--- src/rtl/team_12_pkg.sv ---
// Shared types and constants for the team_12 keypad front end.
package team_12_pkg;

  typedef enum logic [1:0] {
    IDLE  = 2'd0,
    SCAN  = 2'd1,
    PRESS = 2'd2,
    HELD  = 2'd3
  } scan_state_t;

  typedef logic [3:0] key_code_t;

  localparam int NUM_ROWS = 4;
  localparam int NUM_COLS = 4;

  // Lowest-index column pulled low; only meaningful when some column is low.
  function automatic logic [1:0] first_low(input logic [NUM_COLS-1:0] cols);
    first_low = 2'd3;
    for (int i = NUM_COLS - 1; i >= 0; i--) begin
      if (!cols[i]) first_low = 2'(i);
    end
  endfunction

endpackage

--- src/rtl/team_12_key_fifo.sv ---
// Two-entry key code buffer; entry0 is always the head so the output is a flop.
module team_12_key_fifo
  import team_12_pkg::*;
(
  input  logic      clk,
  input  logic      nrst,
  input  logic      flush,
  input  logic      push,
  input  logic      pop,
  input  key_code_t din,
  output key_code_t head,
  output logic      full,
  output logic      empty
);

  key_code_t   entry0_q, entry0_d;
  key_code_t   entry1_q, entry1_d;
  logic [1:0]  count_q, count_d;
  logic        pop_ok;

  always_comb begin
    entry0_d = entry0_q;
    entry1_d = entry1_q;
    count_d  = count_q;
    pop_ok   = pop && (count_q != 2'd0);
    if (flush) begin
      entry0_d = '0;
      entry1_d = '0;
      count_d  = 2'd0;
    end else begin
      case ({push, pop_ok})
        2'b10: begin
          if (count_q == 2'd0) begin
            entry0_d = din;
            count_d  = 2'd1;
          end else if (count_q == 2'd1) begin
            entry1_d = din;
            count_d  = 2'd2;
          end
        end
        2'b01: begin
          entry0_d = entry1_q;
          count_d  = count_q - 2'd1;
        end
        // Simultaneous push and pop keeps the occupancy, even when full.
        2'b11: begin
          if (count_q == 2'd1) begin
            entry0_d = din;
          end else begin
            entry0_d = entry1_q;
            entry1_d = din;
          end
        end
        default: ;
      endcase
    end
  end

  always_ff @(posedge clk or negedge nrst) begin
    if (!nrst) begin
      entry0_q <= '0;
      entry1_q <= '0;
      count_q  <= 2'd0;
    end else begin
      entry0_q <= entry0_d;
      entry1_q <= entry1_d;
      count_q  <= count_d;
    end
  end

  assign head  = entry0_q;
  assign full  = (count_q == 2'd2);
  assign empty = (count_q == 2'd0);

endmodule

--- src/rtl/team_12_keypad_scanner.sv ---
// 4x4 matrix keypad scanner: row drive, column sync, press/release debounce,
// and a small buffer feeding key codes to the core over valid/ready.
module team_12_keypad_scanner
  import team_12_pkg::*;
#(
  parameter int SETTLE_CYC   = 16,
  parameter int DEBOUNCE_CYC = 1000
) (
  input  logic                clk,
  input  logic                nrst,
  input  logic                en,
  input  logic [NUM_COLS-1:0] cols_in,
  output logic [NUM_ROWS-1:0] rows_out,
  output key_code_t           key_code,
  output logic                key_valid,
  input  logic                key_ready,
  output logic                overflow
);

  localparam int CNT_MAX = (SETTLE_CYC > DEBOUNCE_CYC) ? SETTLE_CYC : DEBOUNCE_CYC;
  localparam int CNT_W   = $clog2(CNT_MAX + 1);
  localparam logic [CNT_W-1:0] SETTLE_LAST = CNT_W'(SETTLE_CYC - 1);
  localparam logic [CNT_W-1:0] DEB_LAST    = CNT_W'(DEBOUNCE_CYC - 1);

  logic [NUM_COLS-1:0] sync1_q, cols_s_q;
  scan_state_t         state_q, state_d;
  logic [1:0]          row_q, row_d;
  logic [1:0]          col_q, col_d;
  logic [CNT_W-1:0]    settle_q, settle_d;
  logic [CNT_W-1:0]    deb_q, deb_d;
  logic [NUM_ROWS-1:0] rows_out_q, rows_out_d;
  logic                overflow_q, overflow_d;
  logic                push, pop, col_low;
  logic                fifo_full, fifo_empty;

  always_comb begin
    state_d  = state_q;
    row_d    = row_q;
    col_d    = col_q;
    settle_d = settle_q;
    deb_d    = deb_q;
    push     = 1'b0;
    col_low  = ~cols_s_q[col_q];
    if (!en) begin
      state_d  = IDLE;
      row_d    = 2'd0;
      col_d    = 2'd0;
      settle_d = '0;
      deb_d    = '0;
    end else begin
      case (state_q)
        IDLE: begin
          state_d  = SCAN;
          row_d    = 2'd0;
          settle_d = '0;
        end
        SCAN: begin
          if (settle_q == SETTLE_LAST) begin
            settle_d = '0;
            if (cols_s_q != 4'hF) begin
              col_d   = first_low(cols_s_q);
              deb_d   = '0;
              state_d = PRESS;
            end else begin
              row_d = row_q + 2'd1;
            end
          end else begin
            settle_d = settle_q + 1'b1;
          end
        end
        PRESS: begin
          if (col_low) begin
            if (deb_q == DEB_LAST) begin
              push    = 1'b1;
              deb_d   = '0;
              state_d = HELD;
            end else begin
              deb_d = deb_q + 1'b1;
            end
          end else begin
            row_d    = row_q + 2'd1;
            settle_d = '0;
            deb_d    = '0;
            state_d  = SCAN;
          end
        end
        HELD: begin
          // Release needs an unbroken run of high samples; other keys are ignored.
          if (col_low) begin
            deb_d = '0;
          end else if (deb_q == DEB_LAST) begin
            row_d    = row_q + 2'd1;
            settle_d = '0;
            deb_d    = '0;
            state_d  = SCAN;
          end else begin
            deb_d = deb_q + 1'b1;
          end
        end
        default: state_d = IDLE;
      endcase
    end
    rows_out_d = (state_d == IDLE) ? 4'hF : ~(4'b0001 << row_d);
    overflow_d = overflow_q | (push & fifo_full & ~pop);
  end

  always_ff @(posedge clk or negedge nrst) begin
    if (!nrst) begin
      sync1_q    <= 4'hF;
      cols_s_q   <= 4'hF;
      state_q    <= SCAN;
      row_q      <= 2'd0;
      col_q      <= 2'd0;
      settle_q   <= '0;
      deb_q      <= '0;
      rows_out_q <= 4'hF;
      overflow_q <= 1'b0;
    end else begin
      sync1_q    <= cols_in;
      cols_s_q   <= sync1_q;
      state_q    <= state_d;
      row_q      <= row_d;
      col_q      <= col_d;
      settle_q   <= settle_d;
      deb_q      <= deb_d;
      rows_out_q <= rows_out_d;
      overflow_q <= overflow_d;
    end
  end

  assign pop = key_valid & key_ready;

  team_12_key_fifo u_fifo (
    .clk   (clk),
    .nrst  (nrst),
    .flush (~en),
    .push  (push),
    .pop   (pop),
    .din   ({row_q, col_q}),
    .head  (key_code),
    .full  (fifo_full),
    .empty (fifo_empty)
  );

  assign key_valid = ~fifo_empty;
  assign rows_out  = rows_out_q;
  assign overflow  = overflow_q;

endmodule

--- config.mk ---
export PLATFORM = sky130hd
export DESIGN_NAME = team_12_keypad_scanner
export DESIGN_NICKNAME = d
export VERILOG_FILES = /design/src/rtl/team_12_pkg.sv /design/src/rtl/team_12_key_fifo.sv /design/src/rtl/team_12_keypad_scanner.sv
export SDC_FILE = /design/constraint.sdc
export NUM_CORES = 1
export LEC_CHECK = 0
export CAP_MARGIN = 15
export CORE_ASPECT_RATIO = 0.6
export CORE_MARGIN = 2
export CORE_UTILIZATION = 59
export DETAILED_ROUTE_END_ITERATION = 10
export GPL_ROUTABILITY_DRIVEN = 0
export MAX_ROUTING_LAYER = met4
export PLACE_DENSITY = 0.8
export SYNTH_ARGS = -nofsm -noshare
export SYNTH_HDL_FRONTEND = slang
export SYNTH_SLANG_ARGS = --single-unit
--- constraint.sdc ---
create_clock -name clk -period 2.8 [get_ports clk]
set_clock_uncertainty 0.2 [all_clocks]
set_input_delay 0.56 -clock clk [delete_from_list [all_inputs] [get_ports clk]]
set_output_delay 0.56 -clock clk [all_outputs]
set_load 0.05 [all_outputs]
==> report_table.html, run 1 <==
<table>
<tr><th>Metric</th><th>Value</th></tr>
<tr><th colspan="2">Logic synthesis</th></tr>
<tr><td>Commonest cells in the synthesized netlist</td><td>sky130_fd_sc_hd__dfrtp_1, sky130_fd_sc_hd__nand2_1, sky130_fd_sc_hd__nor2_1, sky130_fd_sc_hd__o21ai_0, sky130_fd_sc_hd__nand3_1</td></tr>
<tr><td>Number of synthesis warnings</td><td>0</td></tr>
<tr><td>Number of enable flip-flop cells after synthesis</td><td>0</td></tr>
<tr><td>Count leader, synth</td><td>sky130_fd_sc_hd__dfrtp_1</td></tr>
<tr><td>Biggest area contributors in the synthesized netlist</td><td>sky130_fd_sc_hd__dfrtp_1, sky130_fd_sc_hd__dfstp_2, sky130_fd_sc_hd__mux2i_1</td></tr>
<tr><td>Count of distinct cell types in the synthesized netlist</td><td>51</td></tr>
<tr><td>Cell accounting for the most synthesized area</td><td>sky130_fd_sc_hd__dfrtp_1</td></tr>
<tr><td>Share of flip-flops with an asynchronous set or reset</td><td>100%</td></tr>
<tr><td>Post-synth net total</td><td>287</td></tr>
<tr><td>Syn avg cell area</td><td>9.85 um2</td></tr>
<tr><td>Seq/Total Area, Yosys</td><td>46.0%</td></tr>
<tr><td>Primary flip-flop cell chosen by synthesis mapping</td><td>sky130_fd_sc_hd__dfrtp_1</td></tr>
<tr><td>Share of Yosys cell area claimed by the top area cell type</td><td>33.4%</td></tr>
<tr><td>Number of standard cells after synthesis</td><td>274</td></tr>
<tr><td>Post-synthesis register bit count</td><td>49</td></tr>
<tr><td>Mapped cell area</td><td>0.00270 mm2</td></tr>
<tr><th colspan="2">Clock tree</th></tr>
<tr><td>Clock tree from TritonCTS</td><td>built</td></tr>
<tr><td>Clock Tree Buf Depth</td><td>2</td></tr>
<tr><td>Clock Root Buffer</td><td>sky130_fd_sc_hd__clkbuf_8</td></tr>
<tr><td>Clock-pin transition on the worst setup and hold timing paths</td><td>0.10 ns</td></tr>
<tr><td>Clock latency on the worst-skew pair</td><td>0.31 ns</td></tr>
<tr><td>H-tree depth</td><td>2</td></tr>
<tr><td>Setup repair bufs after CTS</td><td>0</td></tr>
<tr><td>Number of hold-repair buffers added at the cts stage</td><td>0</td></tr>
<tr><td>Inserted Clock Buffers</td><td>5</td></tr>
<tr><td>Post-cts sizing count</td><td>0</td></tr>
<tr><td>Clock Sinks</td><td>49</td></tr>
<tr><th colspan="2">GRT</th></tr>
<tr><td>GR Util All Layers</td><td>24.7%</td></tr>
<tr><td>Overflow after GRT</td><td>0</td></tr>
<tr><td>Initial antenna violation count</td><td>0</td></tr>
<tr><td>Largest net degree at the start of global routing</td><td>30</td></tr>
<tr><td>Wire length of the first global-routing pass</td><td>9650 um</td></tr>
<tr><td>Via count of the first global-routing pass</td><td>1,981</td></tr>
<tr><th colspan="2">Drt</th></tr>
<tr><td>Iteration count of the initial detailed-routing pass</td><td>4</td></tr>
<tr><td>Average wire per cell in the routed design</td><td>15.9 um</td></tr>
<tr><td>Remaining DRCs</td><td>0</td></tr>
<tr><td>Via count of the routed design</td><td>2,215</td></tr>
<tr><td>Routed wire length</td><td>5700 um</td></tr>
<tr><td>Final antenna-violating net count</td><td>0</td></tr>
<tr><td>Via-per-instance ratio</td><td>6.17</td></tr>
<tr><td>Detailed router's first-iteration violation count</td><td>243</td></tr>
<tr><th colspan="2">STA</th></tr>
<tr><td>Time the worst path needs with I/O delays and setup</td><td>2.42 ns</td></tr>
<tr><td>Worst-case hold slack</td><td>-0.00566 ns</td></tr>
<tr><td>Slew at the pin with the worst max-slew slack</td><td>0.684 ns</td></tr>
<tr><td>Fin. Hold Viols</td><td>9</td></tr>
<tr><td>Maximum frequency from static timing analysis</td><td>413 MHz</td></tr>
<tr><td>Final period util</td><td>86.5%</td></tr>
<tr><td>Setup TNS</td><td>0 ns</td></tr>
<tr><td>Headroom to the max-slew limit</td><td>54.4%</td></tr>
<tr><td>Slew Viols, Final</td><td>0</td></tr>
<tr><td>Unrepaired setup endpoints after global routing</td><td>false</td></tr>
<tr><td>Final setup violation count</td><td>0</td></tr>
<tr><th colspan="2">Worst setup path</th></tr>
<tr><td>Endpoint of the lowest-slack register-to-register path</td><td>u_fifo.entry1_q[3]$_DFFE_PN0P_</td></tr>
<tr><td>Startpoint-to-endpoint class of the critical path</td><td>reg -&gt; reg</td></tr>
<tr><td>Data arrival time of the critical path</td><td>2.47 ns</td></tr>
<tr><td>Register-to-Register Setup Slack</td><td>0.38 ns</td></tr>
<tr><td>Endpoint kind of the worst setup timing path</td><td>flop</td></tr>
<tr><td>Startpoint type of the worst setup path</td><td>flop</td></tr>
<tr><td>Path depth of the worst reg2reg path</td><td>5</td></tr>
<tr><td>CP max FO</td><td>10</td></tr>
<tr><td>Required time worst endpoint</td><td>2.85 ns</td></tr>
<tr><td>Launch instance of the worst register-to-register path</td><td>col_q[0]$_DFFE_PN0P_</td></tr>
<tr><th colspan="2">Floorplan</th></tr>
<tr><td>I/O Pins</td><td>18</td></tr>
<tr><td>Number of cell rows</td><td>19</td></tr>
<tr><td>Chip width</td><td>91.3 um</td></tr>
<tr><td>Placeable core region</td><td>0.00449 mm2</td></tr>
<tr><td>DIE AREA</td><td>0.00515 mm2</td></tr>
<tr><td>Starting utilization of the core area</td><td>60.1%</td></tr>
<tr><td>Vertical die dimension</td><td>56.4 um</td></tr>
<tr><th colspan="2">Power</th></tr>
<tr><td>Lkg Pwr</td><td>0.00135 uW</td></tr>
<tr><td>Power consumption</td><td>1450 uW</td></tr>
<tr><td>Power density of the placed cells</td><td>470 mW/mm2</td></tr>
<tr><td>Peak supply drop</td><td>373 uV</td></tr>
<tr><th colspan="2">Placed design</th></tr>
<tr><td>Number of input and output port buffers inserted</td><td>17</td></tr>
<tr><td>Placed Instance Area</td><td>0.00297 mm2</td></tr>
<tr><td>Placed wire-length estimate</td><td>4070 um</td></tr>
<tr><th colspan="2">Worst hold path</th></tr>
<tr><td>Worst hold path type</td><td>in -&gt; async</td></tr>
<tr><th colspan="2">Run status</th></tr>
<tr><td>Violated checks</td><td>hold timing</td></tr>
<tr><td>Outcome</td><td>complete, but fails checks</td></tr>
<tr><th colspan="2">Layout</th></tr>
<tr><td>Number of nets in the final layout</td><td>308</td></tr>
<tr><td>Area growth from synthesis to layout</td><td>14.1%</td></tr>
<tr><td>Share of final-layout standard cells stronger than drive strength 1</td><td>16.6%</td></tr>
<tr><td>Final standard cell area without fillers</td><td>0.00308 mm2</td></tr>
<tr><td>Number of antenna cells inserted</td><td>0</td></tr>
<tr><td>Fillers</td><td>328</td></tr>
<tr><th colspan="2">Flow run</th></tr>
<tr><td>Max-cap check violation count</td><td>0</td></tr>
</table>
==> registers in the layout, summed over array words and instances (netlist names) <==
register,count
state_q,2
settle_q,10
sync1_q,4
row_q,2
col_q,2
u_fifo.entry1_q,4
cols_s_q,4
u_fifo.head,4
overflow,1
deb_q,10
rows_out,4
u_fifo.count_q,2
==> logic make-up after synthesis <==
| logic type | count (synthesis) | synth area share (%) |
|---|---|---|
| fa+ha+maj | 5 | 2.32 |
| simple gates | 113 | 22.4 |
| mux | 17 | 6.95 |
| compound gates | 67 | 18.0 |
| xor+xnor | 3 | 1.25 |
| buf+inv | 20 | 3.06 |
| flops | 49 | 46.0 |
==> report_power, final <==
group / internal, uW / total, uW / switching [uW]
combinational: 62.9 / 189 / 126
sequential: 728 / 740 / 12.1
clock: 268 / 518 / 251
total: 1060 / 1450 / 389
==> metrics by stage <==
step,std cells,utilization (%),worst slack [ns]
after floorplan,274,-,0.544
after global placement,351,66.0,0.274
after detailed placement,351,66.0,0.279
after CTS,359,68.6,0.393
after global routing,359,68.6,0.268
final,359,68.6,0.379
==> placed cells by master, fill, tap and decap left out, drive strengths merged, types with 10 or more instances in the layout <==
| master | instances |
|---|---|
| dfrtp | 36 |
| nand2 | 31 |
| nor2 | 24 |
| o21ai | 19 |
| nand3 | 15 |
| clkdlybuf4s50 | 15 |
| dfstp | 13 |
| mux2i | 12 |
| buf | 10 |
| nor3 | 10 |
==> how the worst max path moves through the flow <==
stage / from / end / slack, ns
floorplan: u_fifo.count_q[0]$_DFFE_PN0P_ / u_fifo.count_q[1]$_DFFE_PN0P_ / 0.54
global placement: en / u_fifo.count_q[1]$_DFFE_PN0P_ / 0.27
detailed placement: en / deb_q[7]$_DFFE_PN0P_ / 0.28
CTS: col_q[0]$_DFFE_PN0P_ / u_fifo.entry1_q[3]$_DFFE_PN0P_ / 0.39
global route: col_q[0]$_DFFE_PN0P_ / u_fifo.entry1_q[3]$_DFFE_PN0P_ / 0.27
finish: col_q[0]$_DFFE_PN0P_ / u_fifo.entry1_q[3]$_DFFE_PN0P_ / 0.38
==> layer usage <==
layer,vias up,track usage (%),wire (um)
li1,1056,-,-
met1,1073,37.6,2970
met2,81,34.3,2360
met3,5,4.03,329
met4,0,7.14,44
met5,-,-,0
==> final cells by class <==
class / count / area (um2) / area share [%]
Clock inverter: 3 / 46.3 / 1.50
Timing Repair Buffer: 25 / 235 / 7.64
Clock buffer: 5 / 68.8 / 2.23
Multi-Input combinational cell: 205 / 1380 / 44.6
Tap cell: 63 / 78.8 / 2.56
Sequential cell: 49 / 1240 / 40.3
Inverter: 9 / 33.8 / 1.10
==> worst max-delay path, stage by stage, from the launching register on <==
cell and delay [ns]:
sky130_fd_sc_hd__dfrtp_1 0.45, sky130_fd_sc_hd__mux4_2 0.69, sky130_fd_sc_hd__nor3_4 0.32, sky130_fd_sc_hd__nand2_2 0.16, sky130_fd_sc_hd__o41ai_4 0.33, sky130_fd_sc_hd__a22o_1 0.21
(Power assumes the default switching activity.)
==> inputs of run 2 (changes only) <==
- SLEW_MARGIN: not set -> 20
==> results of run 2 <==
Final layout, timing and power as in run 1 (identical DEF).
==> inputs of run 3 (changes only) <==
- CORE_UTILIZATION: 59 -> 35
- CTS_CLUSTER_SIZE: not set -> 8
- PLACE_DENSITY: 0.8 -> not set
- clock period: 2.8 -> 2.3 ns (I/O delays scaled with it)
==> run 3 against run 2 <==
The flow now finishes without violations. Cell count grew 20%. Total power rose by 42%. Global-route usage down 7.5 points. Cell area is 14% higher. Non-clock buffer count grew 32. Via count increased by 2.0%. Wire length grew 12%. Fmax up 7.4%. Sequential power grew 22%. Die area increased by 64%. Combinational power up 52%. Clock-buffer cell count increased by 1. Critical endpoint is now rows_out[0]$_DFF_PN1_. Largest power group unchanged.
==> report_table.html, run 3 (same netlist as run 1, synthesis figures left out) <==
<table>
<tr><th>Metric</th><th>Value</th></tr>
<tr><th colspan="2">Run status</th></tr>
<tr><td>Outcome</td><td>finished clean</td></tr>
<tr><th colspan="2">Clock tree</th></tr>
<tr><td>Clock-pin transition on the worst setup and hold timing paths</td><td>0.06 ns (-0.04 ns)</td></tr>
<tr><td>Clock Root Buffer</td><td>sky130_fd_sc_hd__clkbuf_16</td></tr>
<tr><td>Inserted Clock Buffers</td><td>5 (unchanged)</td></tr>
<tr><td>H-tree depth</td><td>2 (unchanged)</td></tr>
<tr><td>Clock Tree Buf Depth</td><td>2 (unchanged)</td></tr>
<tr><td>Clock Sinks</td><td>49 (unchanged)</td></tr>
<tr><td>Clock tree from TritonCTS</td><td>built</td></tr>
<tr><td>Clock latency on the worst-skew pair</td><td>0.30 ns (about the same)</td></tr>
<tr><th colspan="2">Flow run</th></tr>
<tr><td>Max-cap check violation count</td><td>0 (unchanged)</td></tr>
<tr><th colspan="2">Floorplan</th></tr>
<tr><td>Starting utilization of the core area</td><td>36.7% (-23 points)</td></tr>
<tr><td>Placeable core region</td><td>0.00736 mm2 (+64%)</td></tr>
<tr><td>Chip width</td><td>117 um (+29%)</td></tr>
<tr><td>Number of cell rows</td><td>24 (+5)</td></tr>
<tr><td>Vertical die dimension</td><td>72.0 um (+28%)</td></tr>
<tr><td>DIE AREA</td><td>0.00846 mm2 (+64%)</td></tr>
<tr><td>I/O Pins</td><td>18 (unchanged)</td></tr>
<tr><th colspan="2">Worst hold path</th></tr>
<tr><td>Cell depth of the worst min-delay path</td><td>0</td></tr>
<tr><td>Worst hold path type</td><td>reg -&gt; reg</td></tr>
<tr><th colspan="2">STA</th></tr>
<tr><td>Headroom to the max-slew limit</td><td>65.7% (+11 points)</td></tr>
<tr><td>Fin. Hold Viols</td><td>0 (-9)</td></tr>
<tr><td>Final period util</td><td>98.1% (+12 points)</td></tr>
<tr><td>Time the worst path needs with I/O delays and setup</td><td>2.26 ns (-0.166 ns)</td></tr>
<tr><td>Worst-case hold slack</td><td>0.156 ns (+0.161 ns)</td></tr>
<tr><td>Maximum frequency from static timing analysis</td><td>443 MHz (+7.4%)</td></tr>
<tr><td>Slew Viols, Final</td><td>0 (unchanged)</td></tr>
<tr><td>Unrepaired setup endpoints after global routing</td><td>true</td></tr>
<tr><td>Setup TNS</td><td>0 ns (unchanged)</td></tr>
<tr><td>Slew at the pin with the worst max-slew slack</td><td>0.513 ns (-0.170 ns)</td></tr>
<tr><td>Final setup violation count</td><td>0 (unchanged)</td></tr>
<tr><th colspan="2">Drt</th></tr>
<tr><td>Remaining DRCs</td><td>0 (unchanged)</td></tr>
<tr><td>Final antenna-violating net count</td><td>0 (unchanged)</td></tr>
<tr><td>Via count of the routed design</td><td>2,260 (+2.0%)</td></tr>
<tr><td>Routed wire length</td><td>6410 um (+12%)</td></tr>
<tr><td>Average wire per cell in the routed design</td><td>14.8 um (-6.6%)</td></tr>
<tr><td>Iteration count of the initial detailed-routing pass</td><td>4 (unchanged)</td></tr>
<tr><td>Detailed router's first-iteration violation count</td><td>124 (-49%)</td></tr>
<tr><td>Via-per-instance ratio</td><td>5.23 (-15%)</td></tr>
<tr><th colspan="2">Layout</th></tr>
<tr><td>Final standard cell area without fillers</td><td>0.00350 mm2 (+14%)</td></tr>
<tr><td>Registers with the most flip-flops</td><td>deb_q x10, settle_q x10</td></tr>
<tr><td>Number of antenna cells inserted</td><td>0 (unchanged)</td></tr>
<tr><td>Fin cells</td><td>432 (+20%)</td></tr>
<tr><td>Commonest non-fill, non-tap cells in the layout</td><td>sky130_fd_sc_hd__buf_4, sky130_fd_sc_hd__dfrtp_1, sky130_fd_sc_hd__nand2_1</td></tr>
<tr><td>Share of final-layout standard cells stronger than drive strength 1</td><td>27.1% (+11 points)</td></tr>
<tr><td>Area growth from synthesis to layout</td><td>29.5%</td></tr>
<tr><td>Most common library cell in the layout ignoring fill and taps</td><td>sky130_fd_sc_hd__buf_4</td></tr>
<tr><td>Number of nets in the final layout</td><td>340 (+10%)</td></tr>
<tr><th colspan="2">Worst setup path</th></tr>
<tr><td>Top Family by Delay on Critical Path</td><td>simple AND/OR/NAND/NOR gates</td></tr>
<tr><td>CP max FO</td><td>4 (-6)</td></tr>
<tr><td>Required time worst endpoint</td><td>2.31 ns (-0.54 ns)</td></tr>
<tr><td>Cell type of the slowest stage on the worst timing path</td><td>sky130_fd_sc_hd__or4_4</td></tr>
<tr><td>Startpoint type of the worst setup path</td><td>flop</td></tr>
<tr><td>Crit-path cells</td><td>or4_4, nor4_2, buf_4, mux2_2, a32oi_2, nand3_1</td></tr>
<tr><td>Endpoint kind of the worst setup timing path</td><td>flop</td></tr>
<tr><td>Worst path bufs/invs</td><td>1 (+1)</td></tr>
<tr><td>Cell depth of the worst setup path</td><td>6 (+1)</td></tr>
<tr><td>Slowest Stage Delay on Critical Path</td><td>0.59 ns (-0.10 ns)</td></tr>
<tr><td>Path depth of the worst reg2reg path</td><td>6 (+1)</td></tr>
<tr><td>Data arrival time of the critical path</td><td>2.27 ns (-0.20 ns)</td></tr>
<tr><td>Startpoint-to-endpoint class of the critical path</td><td>reg -&gt; reg</td></tr>
<tr><th colspan="2">Power</th></tr>
<tr><td>Net load switching power</td><td>509 uW (+31%)</td></tr>
<tr><td>Peak supply drop</td><td>353 uV (-5.5%)</td></tr>
<tr><td>Power consumption</td><td>2060 uW (+42%)</td></tr>
<tr><td>Lkg Pwr</td><td>0.00154 uW (+14%)</td></tr>
<tr><td>Power density of the placed cells</td><td>588 mW/mm2 (+25%)</td></tr>
<tr><td>Relative contribution of sequential cells to total power</td><td>43.8% (-7.3 points)</td></tr>
<tr><td>Relative contribution of combinational cells to total power</td><td>13.9% (+0.9 points)</td></tr>
<tr><td>Relative contribution of the clock network to total power</td><td>42.3% (+6.5 points)</td></tr>
<tr><td>Internal power component</td><td>1550 uW (+46%)</td></tr>
<tr><td>Fraction of power spent switching nets</td><td>24.7% (-2.1 points)</td></tr>
<tr><th colspan="2">Placed design</th></tr>
<tr><td>Number of input and output port buffers inserted</td><td>17 (unchanged)</td></tr>
<tr><td>Placed wire-length estimate</td><td>4820 um (+18%)</td></tr>
<tr><td>Placed Instance Area</td><td>0.00326 mm2 (+10%)</td></tr>
<tr><td>Placed Instances</td><td>421 (+20%)</td></tr>
<tr><th colspan="2">GRT</th></tr>
<tr><td>Initial antenna violation count</td><td>0 (unchanged)</td></tr>
<tr><td>Wire length of the first global-routing pass</td><td>11,000 um (+14%)</td></tr>
<tr><td>Overflow after GRT</td><td>0 (unchanged)</td></tr>
<tr><td>GR Util All Layers</td><td>17.2% (-7.5 points)</td></tr>
<tr><td>Largest net degree at the start of global routing</td><td>32 (+6.7%)</td></tr>
<tr><td>Via count of the first global-routing pass</td><td>2,200 (+11%)</td></tr>
</table>
run 3: cell count changes in the layout (fill, tap and decap cells not counted), sizes merged:
| cell | delta |
|---|---|
| buf | +35 |
| clkbuf | +1 |
| clkdlybuf4s50 | -4 |
| clkinv | -1 |
| dlygate4sd3 | +1 |
run 3: stage by stage:
stage                     util, %  setup WS, ns
after floorplan                 -        0.0435
after global placement       44.3        0.0196
after detailed placement     44.3     -0.000851
after CTS                    46.9       0.00549
after global routing         47.5      -0.00473
final                        47.5        0.0448
run 3: final cells by class:
cell class                 count  area, um2
fill                         686       3860
multi-input combinational    205       1410
sequential                    49       1240
timing repair buffer          57        505
clock buffer                   6        139
tap                          104        130
clock inverter                 2       37.5
inverter                       9       33.8
run 3: timing repair:
action | in CTS | in global routing
resized for setup | 1 | 5
cloned | 0 | 0
pin swaps | 0 | 2
hold buffers | 1 | 0
endpoints found under the setup margin | 1 | 7
hold endpoints to repair | 14 | 0
buffers inserted | 0 | 2
run 3: worst paths after layout:
kind | slack, ns | from | to
worst max register to register | 0.04 | settle_q[7]$_DFFE_PN0P_ | rows_out[0]$_DFF_PN1_
worst min-delay path | 0.16 | sync1_q[2]$_DFF_PN1_ | cols_s_q[2]$_DFF_PN1_
worst max-delay path | 0.04 | settle_q[7]$_DFFE_PN0P_ | rows_out[0]$_DFF_PN1_
min in group asynchronous | 0.43 | nrst | deb_q[5]$_DFFE_PN0P_
worst min register to register | 0.16 | sync1_q[2]$_DFF_PN1_ | cols_s_q[2]$_DFF_PN1_
max in group asynchronous | 0.87 | nrst | cols_s_q[0]$_DFF_PN1_
run 3: worst reg2reg max path, delay by kind of cell (launching register included):
family / cells / cell delay, ns
AND/OR/NAND/NOR: 3 / 0.94
flip-flops: 1 / 0.38
multiplexers: 1 / 0.34
buffers and inverters: 1 / 0.16
AO/OA/AOI/OAI: 1 / 0.16
run 3: power by group through the flow:
stage / registers [uW] / logic (uW) / clock network (uW)
3_3_place_gp: 915 / 278 / 0
2_1_floorplan: 915 / 148 / 0
5_1_grt: 904 / 311 / 923
4_1_cts: 900 / 286 / 900
3_5_place_dp: 916 / 280 / 0
6_report: 901 / 287 / 869
run 3: metal layers:
layer / wire, um / track usage, % / vias up
li1: - / - / 1119
met1: 3630 / 26.1 / 1084
met2: 2430 / 21.7 / 49
met3: 258 / 3.85 / 8
met4: 95 / 6.56 / 0
met5: 0 / - / -
